===== config.mk =====
export PLATFORM = sky130hd
export DESIGN_NAME = lsu_ahb_swc
export DESIGN_NICKNAME = d
export VERILOG_FILES = /design/src/rtl/lsu_ahb_swc.sv
export SDC_FILE = /design/constraint.sdc
export NUM_CORES = 1
export LEC_CHECK = 0
export ABC_AREA = 1
export ABC_CLOCK_PERIOD_IN_PS = 1700
export CAP_MARGIN = 20
export CORE_UTILIZATION = 45
export CTS_CLUSTER_DIAMETER = 40
export DETAILED_ROUTE_END_ITERATION = 8
export DONT_BUFFER_PORTS = 1
export GPL_ROUTABILITY_DRIVEN = 0
export PLACE_DENSITY = 0.6
export SLEW_MARGIN = 20
export SYNTH_ARGS = -nofsm -noshare
export SYNTH_HDL_FRONTEND = slang
export SYNTH_SLANG_ARGS = --single-unit

===== constraint.sdc =====
create_clock -name hclk -period 1.7 [get_ports hclk]
set_input_delay 0.17 -clock hclk [delete_from_list [all_inputs] [get_ports hclk]]
set_output_delay 0.17 -clock hclk [all_outputs]
set_load 0.05 [all_outputs]

===== src/rtl/lsu_ahb_swc.sv =====
// lsu_ahb_swc: turns one EXU load/store request into a single AHB-Lite transfer to DTCM.
// Defining LSU_TIMEOUT_EN adds a data-phase watchdog that aborts after TIMEOUT HREADY-low cycles.
//   state | meaning
//   IDLE  | ready for a new request
//   ADDR  | address phase, NONSEQ driven on the bus
//   DATA  | data phase, waiting for hready
//   ERR2  | second cycle of a two-cycle ERROR response
//   MIS   | misaligned or illegal request, reporting error
module lsu_ahb_swc #(
    parameter int ADDR_W  = 32,
    parameter int DATA_W  = 32,
    parameter int TIMEOUT = 16
) (
    input  logic              hclk,
    input  logic              hrstn,
    input  logic              req_valid,
    output logic              req_ready,
    input  logic              req_write,
    input  logic [1:0]        req_size,
    input  logic              req_sext,
    input  logic [ADDR_W-1:0] req_addr,
    input  logic [DATA_W-1:0] req_wdata,
    input  logic [4:0]        req_rd,
    output logic [ADDR_W-1:0] haddr,
    output logic              hwrite,
    output logic [2:0]        hsize,
    output logic [1:0]        htrans,
    output logic [2:0]        hburst,
    output logic [DATA_W-1:0] hwdata,
    input  logic [DATA_W-1:0] hrdata,
    input  logic              hready,
    input  logic              hresp,
    output logic              load_en,
    output logic [4:0]        load_rd,
    output logic [DATA_W-1:0] load_data,
    output logic              store_done,
    output logic              err_valid,
    output logic [1:0]        err_code,
    output logic [ADDR_W-1:0] err_addr
);

    localparam int LB = $clog2(DATA_W / 8);

    localparam logic [1:0] HTRANS_IDLE   = 2'b00;
    localparam logic [1:0] HTRANS_NONSEQ = 2'b10;

    localparam logic [1:0] ERR_MIS  = 2'b01;
    localparam logic [1:0] ERR_RESP = 2'b10;

    typedef enum logic [2:0] {S_IDLE, S_ADDR, S_DATA, S_ERR2, S_MIS} state_e;

    state_e              state_q;
    logic [ADDR_W-1:0]   addr_q;
    logic                write_q;
    logic [1:0]          size_q;
    logic                sext_q;
    logic [4:0]          rd_q;
    logic [1:0]          htrans_q;
    logic [DATA_W-1:0]   hwdata_q;
    logic                req_ready_q;
    logic                load_en_q;
    logic [4:0]          load_rd_q;
    logic [DATA_W-1:0]   load_data_q;
    logic                store_done_q;
    logic                err_valid_q;
    logic [1:0]          err_code_q;
    logic [ADDR_W-1:0]   err_addr_q;

`ifdef LSU_TIMEOUT_EN
    localparam int CW = $clog2(TIMEOUT + 1);
    localparam logic [1:0] ERR_TMO = 2'b11;
    logic [CW-1:0] wait_cnt_q;
`endif

    function automatic logic is_misaligned(input logic [2:0] a, input logic [1:0] size);
        logic mis;
        case (size)
            2'd0:    mis = 1'b0;
            2'd1:    mis = a[0];
            2'd2:    mis = |a[1:0];
            default: mis = (DATA_W == 32) || (|a);
        endcase
        return mis;
    endfunction

    function automatic logic [DATA_W-1:0] replicate(input logic [DATA_W-1:0] d, input logic [1:0] size);
        logic [DATA_W-1:0] r;
        case (size)
            2'd0:    r = {(DATA_W/8){d[7:0]}};
            2'd1:    r = {(DATA_W/16){d[15:0]}};
            2'd2:    r = {(DATA_W/32){d[31:0]}};
            default: r = d;
        endcase
        return r;
    endfunction

    // mask keeps the access-size low bits; top marks the field's sign bit
    function automatic logic [DATA_W-1:0] extract(input logic [DATA_W-1:0] rdata,
                                                  input logic [LB-1:0]     lane,
                                                  input logic [1:0]        size,
                                                  input logic              sext);
        logic [DATA_W-1:0] field;
        logic [DATA_W-1:0] mask;
        logic [DATA_W-1:0] top;
        int                nbits;
        field = rdata >> {lane, 3'b000};
        nbits = 8 << size;
        if (nbits >= DATA_W) return rdata;
        mask = {DATA_W{1'b1}} >> (DATA_W - nbits);
        top  = mask ^ (mask >> 1);
        if (sext && (|(field & top))) return field | ~mask;
        return field & mask;
    endfunction

    always_ff @(posedge hclk or negedge hrstn) begin
        if (!hrstn) begin
            state_q      <= S_IDLE;
            addr_q       <= '0;
            write_q      <= 1'b0;
            size_q       <= 2'd0;
            sext_q       <= 1'b0;
            rd_q         <= 5'd0;
            htrans_q     <= HTRANS_IDLE;
            hwdata_q     <= '0;
            req_ready_q  <= 1'b1;
            load_en_q    <= 1'b0;
            load_rd_q    <= 5'd0;
            load_data_q  <= '0;
            store_done_q <= 1'b0;
            err_valid_q  <= 1'b0;
            err_code_q   <= 2'b00;
            err_addr_q   <= '0;
`ifdef LSU_TIMEOUT_EN
            wait_cnt_q   <= '0;
`endif
        end else begin
            load_en_q    <= 1'b0;
            store_done_q <= 1'b0;
            err_valid_q  <= 1'b0;
            case (state_q)
                S_IDLE: begin
                    if (req_valid && req_ready_q) begin
                        addr_q      <= req_addr;
                        write_q     <= req_write;
                        size_q      <= req_size;
                        sext_q      <= req_sext;
                        rd_q        <= req_rd;
                        hwdata_q    <= replicate(req_wdata, req_size);
                        req_ready_q <= 1'b0;
                        if (is_misaligned(req_addr[2:0], req_size)) begin
                            state_q     <= S_MIS;
                            err_valid_q <= 1'b1;
                            err_code_q  <= ERR_MIS;
                            err_addr_q  <= req_addr;
                        end else begin
                            state_q  <= S_ADDR;
                            htrans_q <= HTRANS_NONSEQ;
                        end
                    end
                end
                S_MIS: begin
                    state_q     <= S_IDLE;
                    req_ready_q <= 1'b1;
                end
                S_ADDR: begin
                    if (hready) begin
                        state_q  <= S_DATA;
                        htrans_q <= HTRANS_IDLE;
`ifdef LSU_TIMEOUT_EN
                        wait_cnt_q <= '0;
`endif
                    end
                end
                S_DATA: begin
                    if (hready) begin
                        state_q     <= S_IDLE;
                        req_ready_q <= 1'b1;
                        if (hresp) begin
                            err_valid_q <= 1'b1;
                            err_code_q  <= ERR_RESP;
                            err_addr_q  <= addr_q;
                        end else if (write_q) begin
                            store_done_q <= 1'b1;
                        end else begin
                            load_en_q   <= 1'b1;
                            load_rd_q   <= rd_q;
                            load_data_q <= extract(hrdata, addr_q[LB-1:0], size_q, sext_q);
                        end
                    end else if (hresp) begin
                        state_q <= S_ERR2;
                    end
`ifdef LSU_TIMEOUT_EN
                    else if (wait_cnt_q == CW'(TIMEOUT - 1)) begin
                        state_q     <= S_IDLE;
                        req_ready_q <= 1'b1;
                        err_valid_q <= 1'b1;
                        err_code_q  <= ERR_TMO;
                        err_addr_q  <= addr_q;
                    end else begin
                        wait_cnt_q <= wait_cnt_q + 1'b1;
                    end
`endif
                end
                S_ERR2: begin
                    if (hready) begin
                        state_q     <= S_IDLE;
                        req_ready_q <= 1'b1;
                        err_valid_q <= 1'b1;
                        err_code_q  <= ERR_RESP;
                        err_addr_q  <= addr_q;
                    end
                end
                default: begin
                    state_q     <= S_IDLE;
                    htrans_q    <= HTRANS_IDLE;
                    req_ready_q <= 1'b1;
                end
            endcase
        end
    end

    assign req_ready  = req_ready_q;
    assign haddr      = addr_q;
    assign hwrite     = write_q;
    assign hsize      = {1'b0, size_q};
    assign htrans     = htrans_q;
    assign hburst     = 3'b000;
    assign hwdata     = hwdata_q;
    assign load_en    = load_en_q;
    assign load_rd    = load_rd_q;
    assign load_data  = load_data_q;
    assign store_done = store_done_q;
    assign err_valid  = err_valid_q;
    assign err_code   = err_code_q;
    assign err_addr   = err_addr_q;

endmodule


==> impl_metrics.json <==
{
  "dr.pass1.iters": 6,
  "r2r_slack_ns": 0.09,
  "diodes": 0,
  "worst-setup-path-type": "reg2reg",
  "fillers": 1476,
  "grt_pass1_vias": 6348,
  "vias": 6843,
  "routed_wl_um": 21800,
  "grt.busiest_layer": "met2",
  "place_ws_ns": 0.0565,
  "grt_pass1_wl_um": 32500,
  "run_status": "complete, but fails checks",
  "dieArea_sq_um": 17000,
  "clk_pin_slew_ns": 0.06,
  "report.final.slew_viol_count": 0,
  "num_io_pins": 258,
  "whs_ns": -0.558,
  "dpl.hpwl_um": 13900,
  "ir_drop_mv": 1.30,
  "clock_latency_ns": 0.42,
  "cts_made_buffers": 17,
  "die_h_um": 130,
  "fin_crit_sh": 0.945,
  "synth_seq_cells": 152,
  "fin_tns_setup_ns": 0,
  "fin_crit_ns": 1.61,
  "hold_class": "in2async",
  "fmax_mhz": 622,
  "cts_root_buf": "clkbuf_16",
  "synth_area_sq_um": 7400,
  "die_width_um": 130,
  "grt_max_degree": 153,
  "cts_hold_buf": 90,
  "hold_viol_final": 152,
  "cts_buffer_depth": 2,
  "tightest_slew_ns": 0.573,
  "setup_viol": 0,
  "nNetsFinal": 1192,
  "grt_use_total": 0.251,
  "cp.required_ns": 2.01,
  "cts_max_level": 4,
  "wl_per_cell_um": 16.7,
  "cp_common_cell": "nand2_1",
  "vias_per_cell": 5.24,
  "utilization": 0.596,
  "ant_nets": 0,
  "synthCells": 978,
  "crit_fanout": 8,
  "seq_area_frac_synth": 0.514,
  "power_density_nw_per_um2": 2450,
  "portBuffers": 0,
  "ys_warn_count": 0,
  "cp_cell_sequence": "ha_4, inv_2, nor2_4, nand2_1, nand2_1, nand2_2, nand3_4, nand3_4, nand2_1, nand2_1, nand2_1",
  "cap_violations": 0,
  "yosysUniqueCellTypes": 25,
  "finClkSkew_ns": 0.0104,
  "violations": "negative hold slack",
  "cp-end-kind": "register",
  "leakagePower_nw": 4.83,
  "cp-start-kind": "register",
  "grtUsageMet3": 0.0857,
  "cp_slowest_cell": "dfrtp_2",
  "clock_sinks": 152,
  "worst_ep_arrival_time_ns": 1.92,
  "syn_avg_cell_area_sq_um": 7.56,
  "drive_above_1_share": 0.101,
  "grt_overflow": 0,
  "fp-row-count": 46,
  "final_common_cell": "nand2_1",
  "drc": 0,
  "cts_tree": "built",
  "core_region_area_sq_um": 15900,
  "area_growth_pct": 28.4,
  "max_stage_delay_ns": 0.47,
  "final_cell_mix": "nand2_1 (409), dfrtp_1 (148), dlygate4sd3_1 (90)",
  "drtIter0Drc": 385,
  "start_util": 0.464,
  "slew_headroom": 0.617,
  "grtUsageMet1": 0.301,
  "antenna_found_initial": 0,
  "use_met2": 0.416,
  "setup_slack_ns": 0.0927
}
-- repair_timing --
action | 4_1_cts | 5_1_grt
setup buffers | 0 | 5
gates resized for setup | 0 | 25
endpoints found under the hold margin | 274 | 152
endpoints found under the setup margin | 0 | 69
-- sequential cells by signal, summed over array words and instances (netlist names), 2 cells and up --
name       count
load_data     32
rd_q           5
load_rd        5
hwdata        32
size_q         2
state_q        3
haddr         32
err_addr      32
err_code       2
-- final timing paths --
check	to	from	cells after the start
worst max-delay path	load_data[14]$_DFFE_PN0P_	size_q[1]$_DFFE_PN0P_	11
worst min-delay path	load_data[18]$_DFFE_PN0P_	hrstn	0
worst max register to register	load_data[14]$_DFFE_PN0P_	size_q[1]$_DFFE_PN0P_	11
worst min register to register	haddr[5]$_DFFE_PN0P_	haddr[5]$_DFFE_PN0P_	2
max in group asynchronous	req_ready$_DFFE_PN1P_	hrstn	0
min in group hclk	load_data[1]$_DFFE_PN0P_	hrdata[1]	4
-- routing by layer --
metal	share of wire	vias to the layer above
met5	0	-
met4	0.019	0
met3	0.096	35
met2	0.48	282
met1	0.40	3230
li1	-	3296
-- worst max-delay path, delay by kind of cell (launching register included) --
family	cells	cell delay, ns
DFF	1	0.47
adders and majority gates	1	0.19
and+or+nand+nor	9	0.76
buffers and inverters	1	0.09
-- power breakdown --
part | switching (mW) | internal, mW | total [mW]
registers | 6.49 | 5.25 | 11.7
clock network | 1.62 | 2.39 | 4.01
logic | 4.74 | 2.81 | 7.55
total | 12.9 | 10.4 | 23.3
-- logic make-up after synthesis --
| logic type | Yosys count | share of synthesized area |
|---|---|---|
| other cells | 1 | 0.000507 |
| buf+inv | 120 | 0.0721 |
| flops | 152 | 0.514 |
| simple gates | 520 | 0.273 |
| fa+ha+maj | 6 | 0.0101 |
| compound gates | 179 | 0.130 |
-- synth_stat cells (all sizes together) --
| cell type | number | area [sq um] |
|---|---|---|
| inv | 61 | 229 |
| o211ai | 1 | 12.5 |
| o21ai | 67 | 335 |
| conb | 1 | 3.75 |
| dfstp | 1 | 26.3 |
| nand3 | 31 | 155 |
| o21a | 8 | 60.1 |
| clkbuf | 25 | 93.8 |
| nor3 | 1 | 5.00 |
| buf | 33 | 205 |
| nand2 | 419 | 1580 |
| nor2 | 69 | 277 |
| a31oi | 32 | 200 |
| ha | 6 | 75.1 |
| dfrtp | 151 | 3780 |
| a21oi | 71 | 355 |
| clkinv | 1 | 5.00 |
-- per-stage QoR --
stage / power (mW) / cell area (sq um) / instances / hold slack, ns
floorplan: 16.6 / 7450 / 982 / -0.126
global placement: 18.5 / 7750 / 1175 / -0.122
detailed placement: 18.6 / 7750 / 1175 / -0.122
CTS: 22.9 / 9280 / 1297 / -0.574
global route: 24.8 / 9500 / 1305 / -0.586
finish: 23.3 / 9500 / 1305 / -0.558
-- area by class of cell --
cell class / instances / area, sq um / area share
inverters: 62 / 238 / 0.0250
well taps: 216 / 270 / 0.0284
clock buffers: 18 / 439 / 0.0462
repair buffers: 133 / 1360 / 0.143
flip-flops and latches: 152 / 3810 / 0.401
multi-input cells: 710 / 3190 / 0.336
clock inverters: 14 / 188 / 0.0198
Power figures use the tool's default switching activity.
